[config.mk]
export PLATFORM = sky130hd
export DESIGN_NAME = fetch_sequencer_flat
export DESIGN_NICKNAME = d
export VERILOG_FILES = /design/src/rtl/fetch_sequencer_pkg.sv /design/src/rtl/fetch_sequencer_if.sv /design/src/rtl/fetch_sequencer_skid_buffer.sv /design/src/rtl/fetch_sequencer.sv /design/src/flat_wrapper.sv
export SDC_FILE = /design/constraint.sdc
export NUM_CORES = 1
export LEC_CHECK = 0
export ABC_AREA = 1
export CAP_MARGIN = 20
export CORE_MARGIN = 2
export CORE_UTILIZATION = 25
export CTS_BUF_LIST = sky130_fd_sc_hd__clkbuf_4 sky130_fd_sc_hd__clkbuf_8
export DETAILED_ROUTE_END_ITERATION = 6
export SETUP_SLACK_MARGIN = 0.1
export SLEW_MARGIN = 20
export SYNTH_ARGS = -nofsm -noshare
export SYNTH_HDL_FRONTEND = slang
export SYNTH_SLANG_ARGS = --single-unit
[constraint.sdc]
create_clock -name clk -period 1.95 [get_ports clk]
set_input_delay 0.4875 -clock clk [delete_from_list [all_inputs] [get_ports clk]]
set_output_delay 0.4875 -clock clk [all_outputs]
set_load 0.02 [all_outputs]
[src/rtl/fetch_sequencer_pkg.sv]
// ============================================================================
// Module   : fetch_sequencer_pkg
// Brief    : Shared constants and FSM state encoding for the fetch sequencer.
// Revision : 1.0 - initial release
// ============================================================================
`default_nettype none

package fetch_sequencer_pkg;

  localparam int          DEFAULT_WORD_SIZE  = 32;
  localparam logic [31:0] DEFAULT_PC_INITIAL = 32'h0000_0000;
  localparam int          INSTR_BYTES        = 4;

  typedef enum logic [1:0] {
    FS_IDLE = 2'd0,
    FS_REQ  = 2'd1,
    FS_WAIT = 2'd2
  } fs_state_e;

endpackage

`default_nettype wire

[src/rtl/fetch_sequencer_if.sv]
// ============================================================================
// Module   : fetch_sequencer_if
// Brief    : Handshaked instruction-memory port (single outstanding request).
// Revision : 1.0 - initial release
// ============================================================================
`default_nettype none

interface fetch_sequencer_if #(
  parameter int WORD_SIZE = 32
) ();

  logic                 imem_req;
  logic [WORD_SIZE-1:0] imem_addr;
  logic                 imem_ack;
  logic                 imem_rvalid;
  logic [WORD_SIZE-1:0] imem_rdata;

  modport master (
    output imem_req,
    output imem_addr,
    input  imem_ack,
    input  imem_rvalid,
    input  imem_rdata
  );

  modport slave (
    input  imem_req,
    input  imem_addr,
    output imem_ack,
    output imem_rvalid,
    output imem_rdata
  );

endinterface

`default_nettype wire

[src/rtl/fetch_sequencer_skid_buffer.sv]
// ============================================================================
// Module   : fetch_skid_buffer
// Brief    : One-entry {instr, pc, pcplus4} holding register with full flag.
// Revision : 1.0 - initial release
// ============================================================================
`default_nettype none

module fetch_skid_buffer #(
  parameter int WORD_SIZE = 32
) (
  input  logic                 clk,
  input  logic                 rst,
  input  logic                 load,
  input  logic                 unload,
  input  logic                 clear,
  input  logic [WORD_SIZE-1:0] d_instr,
  input  logic [WORD_SIZE-1:0] d_pc,
  input  logic [WORD_SIZE-1:0] d_pcplus4,
  output logic [WORD_SIZE-1:0] q_instr,
  output logic [WORD_SIZE-1:0] q_pc,
  output logic [WORD_SIZE-1:0] q_pcplus4,
  output logic                 full
);

  logic                 r_full;
  logic [WORD_SIZE-1:0] r_instr;
  logic [WORD_SIZE-1:0] r_pc;
  logic [WORD_SIZE-1:0] r_pcplus4;

  always_ff @(posedge clk or negedge rst) begin
    if (!rst) begin
      r_full    <= 1'b0;
      r_instr   <= '0;
      r_pc      <= '0;
      r_pcplus4 <= '0;
    end else begin
      if (clear || unload) begin
        r_full <= 1'b0;
      end else if (load) begin
        r_full <= 1'b1;
      end
      if (load && !clear) begin
        r_instr   <= d_instr;
        r_pc      <= d_pc;
        r_pcplus4 <= d_pcplus4;
      end
    end
  end

  assign q_instr   = r_instr;
  assign q_pc      = r_pc;
  assign q_pcplus4 = r_pcplus4;
  assign full      = r_full;

endmodule

`default_nettype wire

[src/rtl/fetch_sequencer.sv]
// ============================================================================
// Module   : fetch_sequencer
// Brief    : PC owner and imem request sequencer feeding the F/D register.
// Revision : 1.0 - initial release
// ============================================================================
`default_nettype none

module fetch_sequencer
  import fetch_sequencer_pkg::*;
#(
  parameter int                   WORD_SIZE  = DEFAULT_WORD_SIZE,
  parameter logic [WORD_SIZE-1:0] PC_INITIAL = WORD_SIZE'(DEFAULT_PC_INITIAL)
) (
  input  logic                 clk,
  input  logic                 rst,
  input  logic                 StallD,
  input  logic                 PCSrcE,
  input  logic [WORD_SIZE-1:0] PCTargetE,
  fetch_sequencer_if.master    imem,
  output logic [WORD_SIZE-1:0] InstrD,
  output logic [WORD_SIZE-1:0] PCD,
  output logic [WORD_SIZE-1:0] PCPlus4D,
  output logic                 ValidD
);

  localparam logic [WORD_SIZE-1:0] c_STEP = WORD_SIZE'(INSTR_BYTES);

  fs_state_e            r_state;
  fs_state_e            w_state_next;
  logic [WORD_SIZE-1:0] r_pc;
  logic [WORD_SIZE-1:0] r_inflight_pc;
  logic                 r_drop;
  logic [WORD_SIZE-1:0] r_instr_d;
  logic [WORD_SIZE-1:0] r_pc_d;
  logic [WORD_SIZE-1:0] r_pcplus4_d;
  logic                 r_valid_d;

  logic                 w_req;
  logic                 w_accept;
  logic                 w_resp;
  logic                 w_deliver;
  logic                 w_skid_load;
  logic                 w_skid_unload;
  logic                 w_skid_full;
  logic [WORD_SIZE-1:0] w_skid_instr;
  logic [WORD_SIZE-1:0] w_skid_pc;
  logic [WORD_SIZE-1:0] w_skid_pcplus4;

  always_ff @(posedge clk or negedge rst) begin
    if (!rst) begin
      r_state <= FS_IDLE;
    end else begin
      r_state <= w_state_next;
    end
  end

  // Request only depends on state and skid occupancy; no path from ack/rvalid.
  always_comb begin
    w_state_next = r_state;
    w_req        = 1'b0;
    w_accept     = 1'b0;
    w_resp       = 1'b0;
    case (r_state)
      FS_IDLE: w_state_next = FS_REQ;
      FS_REQ: begin
        w_req = !w_skid_full;
        if (!w_skid_full && imem.imem_ack) begin
          w_accept     = 1'b1;
          w_state_next = FS_WAIT;
        end
      end
      FS_WAIT: begin
        if (imem.imem_rvalid) begin
          w_resp       = 1'b1;
          w_state_next = FS_REQ;
        end
      end
      default: w_state_next = FS_IDLE;
    endcase
  end

  assign w_deliver     = w_resp && !r_drop && !PCSrcE;
  assign w_skid_load   = w_deliver && r_valid_d && StallD;
  assign w_skid_unload = !PCSrcE && !w_deliver && r_valid_d && !StallD && w_skid_full;

  always_ff @(posedge clk or negedge rst) begin
    if (!rst) begin
      r_pc          <= PC_INITIAL;
      r_inflight_pc <= '0;
      r_drop        <= 1'b0;
      r_instr_d     <= '0;
      r_pc_d        <= '0;
      r_pcplus4_d   <= '0;
      r_valid_d     <= 1'b0;
    end else begin
      if (PCSrcE) begin
        r_pc <= PCTargetE;
      end else if (w_accept) begin
        r_pc <= r_pc + c_STEP;
      end

      if (w_accept) begin
        r_inflight_pc <= r_pc;
      end

      // A redirect orphans any accepted-but-unanswered request.
      if (PCSrcE && (w_accept || (r_state == FS_WAIT && !imem.imem_rvalid))) begin
        r_drop <= 1'b1;
      end else if (w_resp) begin
        r_drop <= 1'b0;
      end

      if (PCSrcE) begin
        r_valid_d <= 1'b0;
      end else if (w_deliver && (!r_valid_d || !StallD)) begin
        r_instr_d   <= imem.imem_rdata;
        r_pc_d      <= r_inflight_pc;
        r_pcplus4_d <= r_inflight_pc + c_STEP;
        r_valid_d   <= 1'b1;
      end else if (w_skid_unload) begin
        r_instr_d   <= w_skid_instr;
        r_pc_d      <= w_skid_pc;
        r_pcplus4_d <= w_skid_pcplus4;
        r_valid_d   <= 1'b1;
      end else if (r_valid_d && !StallD) begin
        r_valid_d <= 1'b0;
      end
    end
  end

  fetch_skid_buffer #(
    .WORD_SIZE (WORD_SIZE)
  ) u_skid (
    .clk       (clk),
    .rst       (rst),
    .load      (w_skid_load),
    .unload    (w_skid_unload),
    .clear     (PCSrcE),
    .d_instr   (imem.imem_rdata),
    .d_pc      (r_inflight_pc),
    .d_pcplus4 (r_inflight_pc + c_STEP),
    .q_instr   (w_skid_instr),
    .q_pc      (w_skid_pc),
    .q_pcplus4 (w_skid_pcplus4),
    .full      (w_skid_full)
  );

  assign imem.imem_req  = w_req;
  assign imem.imem_addr = r_pc;
  assign InstrD         = r_instr_d;
  assign PCD            = r_pc_d;
  assign PCPlus4D       = r_pcplus4_d;
  assign ValidD         = r_valid_d;

endmodule

`default_nettype wire

[src/flat_wrapper.sv]
// flat-port wrapper written by rule: the top's interface ports become plain ports
module fetch_sequencer_flat import fetch_sequencer_pkg::*;
#(
  parameter int                   WORD_SIZE  = DEFAULT_WORD_SIZE,
  parameter logic [WORD_SIZE-1:0] PC_INITIAL = WORD_SIZE'(DEFAULT_PC_INITIAL)
)
  (clk, rst, StallD, PCSrcE, PCTargetE, InstrD, PCD, PCPlus4D, ValidD, imem_imem_req, imem_imem_addr, imem_imem_ack, imem_imem_rvalid, imem_imem_rdata);
  fetch_sequencer_if #(.WORD_SIZE(WORD_SIZE)) imem_i ();
  input  logic clk;
  input  logic rst;
  input  logic StallD;
  input  logic PCSrcE;
  input  logic [WORD_SIZE-1:0] PCTargetE;
  output logic [WORD_SIZE-1:0] InstrD;
  output logic [WORD_SIZE-1:0] PCD;
  output logic [WORD_SIZE-1:0] PCPlus4D;
  output logic ValidD;
  output wire logic [$bits(imem_i.imem_req)-1:0] imem_imem_req;
  output wire logic [$bits(imem_i.imem_addr)-1:0] imem_imem_addr;
  input wire logic [$bits(imem_i.imem_ack)-1:0] imem_imem_ack;
  input wire logic [$bits(imem_i.imem_rvalid)-1:0] imem_imem_rvalid;
  input wire logic [$bits(imem_i.imem_rdata)-1:0] imem_imem_rdata;
  assign imem_imem_req = imem_i.imem_req;
  assign imem_imem_addr = imem_i.imem_addr;
  assign imem_i.imem_ack = imem_imem_ack;
  assign imem_i.imem_rvalid = imem_imem_rvalid;
  assign imem_i.imem_rdata = imem_imem_rdata;
  fetch_sequencer #(.WORD_SIZE(WORD_SIZE), .PC_INITIAL(PC_INITIAL)) u_core (.clk(clk), .rst(rst), .StallD(StallD), .PCSrcE(PCSrcE), .PCTargetE(PCTargetE), .imem(imem_i), .InstrD(InstrD), .PCD(PCD), .PCPlus4D(PCPlus4D), .ValidD(ValidD));
endmodule
==> results.yml, run 1 <==
status:
  status: "finished clean"
logic_synthesis:
  synth_edf_count: 0
  synth_nets: 1601
  synth_top_flop_cell: "dfrtp_1"
  ys_seq_elements: 257
  syn_inst: 1529
  synth_area_sq_um: 12200
  yosys.cell_types.count: 33
  yosys_warnings: 0
  synth_async_sr_flop_share: 1.00
  yosysSeqAreaShare: 0.529
  syn_area_per_cell_sq_um: 7.95
min_path:
  hp-class: "in -> async"
sta:
  maxSlewHeadroom: 0.692
  skew_ns: 0.0302
  tightest_slew_ns: 0.462
  fmax_mhz: 533
  totalNegativeSetupSlack_ns: 0
  fin_ws_ns: 0.0727
  period_share: 0.963
  finalCriticalPeriod_ns: 1.88
  final-setup-viol-count: 0
  hold_viol: 0
  rsz0062_at_grt: "yes"
  drv_slew: 0
worst_setup_path:
  r2r_setup_slack_ns: 0.25
  start_kind: "flip-flop"
  cp-end-kind: "output port"
  arrival_ns: 1.39
  crit_path_max_fanout: 3
  critPathRequiredTime_ns: 1.46
  crit_type: "reg -> out"
pwr:
  clkPwrFrac: 0.273
  p_sw_frac: 0.373
  p_seq_frac: 0.410
  power_w: 0.0184
  powerDensity_nw_per_um2: 1140
  peakVddDrop_mv: 0.457
  pwr-share-comb: 0.317
  switching_power_w: 0.00687
  p_int_w: 0.0116
  p_leak_nw: 7.67
clocking:
  clock_sinks: 257
  clk_pin_slew_ns: 0.06
  clk_path_buf_depth: 3
  cts_inserted_buffers: 46
  cts_tree: "yes"
  clkLatencyLatePin_ns: 0.60
  htree_levels: 2
  root_buffer: "clkbuf_8"
finish:
  seq_area_sq_um: 6450
  layoutNonFillerInstCount: 2414
  layout.nets: 1843
  layout-drive-gt1-share: 0.150
  syn2layout_area_growth_pct: 33.2
  antenna_cells: 0
  multiInputGateArea_sq_um: 4760
  fillerInstances: 5036
  finish.utilization: 0.338
  final_common_cell: "nand2_1"
  layout_common_cells: "615 x nand2_1, 240 x dfrtp_1, 158 x inv_1"
die:
  initial_core_util: 0.254
  fp-row-count: 80
  core_sq_um: 47800
  fp.dieH_um: 225
  dieArea_sq_um: 50400
  io_pins: 200
  fp.dieW_um: 225
detailed_routing:
  wl_per_cell_um: 15.0
  drc: 0
  via_per_inst: 4.42
  vias: 10700
  final_antenna_net_count: 0
  wl_mm: 36.1
  drt-initial-drc-count: 603
  first_pass_iters: 5
global_route:
  grt_pass1_vias: 10500
  grt_pass1_wl_mm: 57.9
  grtUsageTotal: 0.145
  grt-ovfl-total: 0
  antenna_found_initial: 0
  grt_max_degree: 63
job:
  maxCapViolations: 0
place:
  dp.final_hpwl_mm: 26.7
  placedCellCount: 2332
  dp_slack_ns: -0.200
  port_buffers: 199
  gp_congestion: 0.888
==> synth_stat cells (5+ instances only) <==
cell type  instances  area, sq um
xor2_1            21          184
o21ai_1            7         35.0
and2_1             6         37.5
buf_6              9          101
dfrtp_1          257         6430
nor2_2             9         56.3
buf_4             12         90.1
buf_2             21          105
o21ai_0          122          611
nor2_1            76          285
nand3_1           79          395
clkbuf_1          23         86.3
inv_1            159          597
nand2_2            7         43.8
inv_2              5         18.8
o211ai_1          75          563
nand2_1          618         2320
==> registers in the layout, indices dropped and copies added (netlist names) <==
| register | cells |
|---|---|
| u_core.InstrD | 32 |
| u_core.PCD | 30 |
| u_core.PCPlus4D | 32 |
| u_core.ValidD | 1 |
| u_core.imem.imem_addr | 32 |
| u_core.r_drop | 1 |
| u_core.r_inflight_pc | 32 |
| u_core.r_state | 2 |
| u_core.u_skid.full | 1 |
| u_core.u_skid.q_instr | 32 |
| u_core.u_skid.q_pc | 32 |
| u_core.u_skid.q_pcplus4 | 30 |
==> final timing paths <==
check / cells after the start / endpoint / start
worst max-delay path: 4 / imem_imem_req / u_core.r_state[1]
worst min register to register: 2 / u_core.u_skid.q_pcplus4[7] / u_core.u_skid.q_pcplus4[7]
min in group clk: 3 / u_core.u_skid.q_instr[29] / imem_imem_rdata[29]
max in group asynchronous: 3 / u_core.u_skid.q_instr[8] / rst
worst min-delay path: 2 / u_core.InstrD[15] / rst
worst max register to register: 8 / u_core.PCPlus4D[15] / u_core.r_inflight_pc[3]
==> routing by layer <==
metal	track usage	vias to the layer above	routed length, um
met5	0	-	0
met4	0.0493	0	935
met1	0.204	5003	17300
met2	0.221	314	15600
li1	-	5307	-
met3	0.0315	51	2300
==> power by group through the flow <==
| stage | logic (W) | registers (W) | clock network, W |
|---|---|---|---|
| floorplan | 0.00218 | 0.00833 | 0 |
| global placement | 0.00613 | 0.00762 | 0 |
| detailed placement | 0.00621 | 0.00764 | 0 |
| CTS | 0.00591 | 0.00755 | 0.00525 |
| global route | 0.00643 | 0.00773 | 0.00547 |
| finish | 0.00584 | 0.00756 | 0.00503 |
==> critical path, cell delays in order, from the launching register on <==
cell     delay, ns
dfrtp_1       0.41
inv_2         0.09
nand2_4       0.05
nor2_4        0.13
buf_6         0.13
==> layout make-up <==
cell class | count | share of cell area
flip-flops and latches | 257 | 0.398
multi-input cells | 1041 | 0.294
repair buffers | 260 | 0.166
clock buffers | 65 | 0.0498
well taps | 615 | 0.0475
inverters | 165 | 0.0384
clock inverters | 11 | 0.00549
==> repair_timing <==
| action | 4_1_cts | 5_1_grt |
|---|---|---|
| pin swaps | 0 | 2 |
| hold buffers | 1 | 0 |
| hold endpoints to repair | 44 | 0 |
| endpoints found under the setup margin | 130 | 42 |
| gates resized for setup | 324 | 29 |
| setup buffers | 5 | 0 |
==> cell families (layout without fill, tap and decap cells) <==
| family | count (synthesis) | count (layout) | synth area share |
|---|---|---|---|
| AOI/OAI and AO/OA | 213 | 213 | 0.105 |
| xor gates and xnor gates | 22 | 22 | 0.0159 |
| DFF | 257 | 257 | 0.529 |
| buffers and inverters | 231 | 501 | 0.0828 |
| adders and majority gates | 2 | 2 | 0.00206 |
| and+or+nand+nor | 804 | 804 | 0.265 |
==> per-stage QoR <==
step | hold WS (ns) | area [sq um]
floorplan | 0.192 | 12200
global placement | 0.430 | 15200
detailed placement | 0.430 | 15200
CTS | 0.342 | 16200
global route | 0.371 | 16200
finish | 0.371 | 16200
(Power assumes the default switching activity.)
==> inputs of run 2 (changes only) <==
SLEW_MARGIN = 25   (was 20)
==> results of run 2 <==
No change in the layout: final DEF, timing and power equal those of run 1.
==> inputs of run 3 (changes only) <==
CORE_UTILIZATION = 50   (was 25)
PLACE_DENSITY = 0.76   (was not set)
==> run 3 against run 2 <==
- sequential share of layout area grew 1.4 points
- utilization grew 31 points
- count of clock-buffer cells in the layout is the same
- final cell count shrank 12%
- final area shrank 3.6%
- non-clock buffer count shrank 2
- register-to-register slack lost 0.04 ns
- critical endpoint unchanged
- largest cell class unchanged
- highest routed layer unchanged
==> results.yml, run 3 (same netlist as run 1, synthesis figures left out) <==
status:
  status: "finished clean"
detailed_routing:
  drc: 0
  drt-initial-drc-count: 804
  vias: 10800
  final_antenna_net_count: 0
  first_pass_iters: 6
  wl_per_cell_um: 14.7
  via_per_inst: 5.08
  wl_mm: 31.3
finish:
  syn2layout_area_growth_pct: 28.5
  seq_area_sq_um: 6430
  multiInputGateArea_sq_um: 4760
  layout.nets: 1838
  antenna_cells: 0
  layoutNonFillerInstCount: 2120
  layout_common_cells: "616 x nand2_1, 254 x dfrtp_1, 158 x inv_1"
  layout-drive-gt1-share: 0.106
  final_common_cell: "nand2_1"
  fillerInstances: 2083
die:
  initial_core_util: 0.504
  fp.dieW_um: 160
  io_pins: 200
  core_sq_um: 24100
  dieArea_sq_um: 25600
  fp-row-count: 57
  fp.dieH_um: 160
pwr:
  powerDensity_nw_per_um2: 1150
  peakVddDrop_mv: 0.591
  p_leak_nw: 7.92
  power_w: 0.0180
sta:
  hold_viol: 0
  maxSlewHeadroom: 0.739
  period_share: 0.955
  fin_ws_ns: 0.0868
  fmax_mhz: 537
  rsz0062_at_grt: "yes"
  drv_slew: 0
  skew_ns: 0.0203
  finalCriticalPeriod_ns: 1.86
  tightest_slew_ns: 0.391
  final-setup-viol-count: 0
  hold_slack_ns: 0.440
  totalNegativeSetupSlack_ns: 0
clocking:
  cts_inserted_buffers: 43
  clk_pin_slew_ns: 0.06
  clkLatencyLatePin_ns: 0.54
  htree_levels: 2
  clock_sinks: 257
  clk_path_buf_depth: 3
  root_buffer: "clkbuf_8"
  cts_tree: "yes"
worst_setup_path:
  crit_chain: "inv_2, nand2_4, nor2_4, buf_6"
  rr_worst_depth: 8
  arrival_ns: 1.38
  critPathRequiredTime_ns: 1.46
  start_kind: "flip-flop"
  cp.buffers_inverters: 2
  crit_path_max_fanout: 3
  critPathMaxStageDelay_ns: 0.40
  cp_num_cells: 4
  crit_type: "reg -> out"
  path_delay_family: "flip-flops"
  cpMaxStageDelayCell: "dfrtp_1"
  cp-end-kind: "output port"
place:
  port_buffers: 199
  gp_congestion: 0.907
  placedCellCount: 2042
  dp_slack_ns: -0.184
  dp.final_hpwl_mm: 22.2
min_path:
  hp-class: "in -> async"
global_route:
  grtUsageTotal: 0.249
  grt-ovfl-total: 0
  grt_pass1_vias: 10700
  antenna_found_initial: 0
  grt_max_degree: 60
  grt_pass1_wl_mm: 52.4
job:
  maxCapViolations: 0
## run 3: repair_timing
item / 4_1_cts / 5_1_grt
hold endpoints to repair: 37 / 0
setup endpoints to repair: 130 / 41
gates resized for setup: 145 / 38
cloned: 0 / 0
pin swaps: 0 / 1
hold buffers: 1 / 0
setup buffers: 0 / 2
## run 3: metal layers
metal,routed length [um],GRT usage,vias to the layer above
met5,0,0,-
met3,2060,0.0455,52
li1,-,-,5297
met1,14100,0.341,5024
met4,782,0.0815,0
met2,14300,0.405,389
## run 3: worst reg2reg max path, stage by stage, from the launching register on
cell and delay, ns:
dfrtp_1 0.45, ha_1 0.20, nand2_1 0.07, nor2_2 0.15, nand2_1 0.08, nor2_1 0.32
nand3_1 0.16, nand3_1 0.14, nand2_1 0.07
## run 3: where the power goes
part,total [W],internal (W),switching (W)
Clock,0.00503,0.00293,0.00210
Sequential,0.00757,0.00648,0.00110
Combinational,0.00535,0.00203,0.00332
Total,0.0180,0.0114,0.00652
## run 3: final cells by class
type | instances | area share
Sequential cell | 257 | 0.412
Multi-Input combinational cell | 1041 | 0.305
Timing Repair Buffer | 258 | 0.159
Clock buffer | 65 | 0.0521
Inverter | 165 | 0.0397
Tap cell | 324 | 0.0260
Clock inverter | 10 | 0.00681
## run 3: path summary, 6_finish.rpt
check	to	from	slack, ns
setup reg to reg	u_core.u_skid.q_pcplus4[24]	u_core.r_inflight_pc[2]	0.21
min in group clk	u_core.u_skid.q_pc[22]	u_core.u_skid.q_pc[22]	0.48
hold / removal	u_core.InstrD[19]	rst	0.44
hold reg to reg	u_core.u_skid.q_pc[22]	u_core.u_skid.q_pc[22]	0.48
setup / recovery	imem_imem_req	u_core.r_state[1]	0.09
max in group asynchronous	u_core.r_inflight_pc[3]	rst	0.88
## run 3: per-stage QoR
stage / util / cell area (sq um)
floorplan: - / 12200
global placement: 0.615 / 14800
finish: 0.648 / 15600
global route: 0.648 / 15600
detailed placement: 0.615 / 14800
CTS: 0.647 / 15600
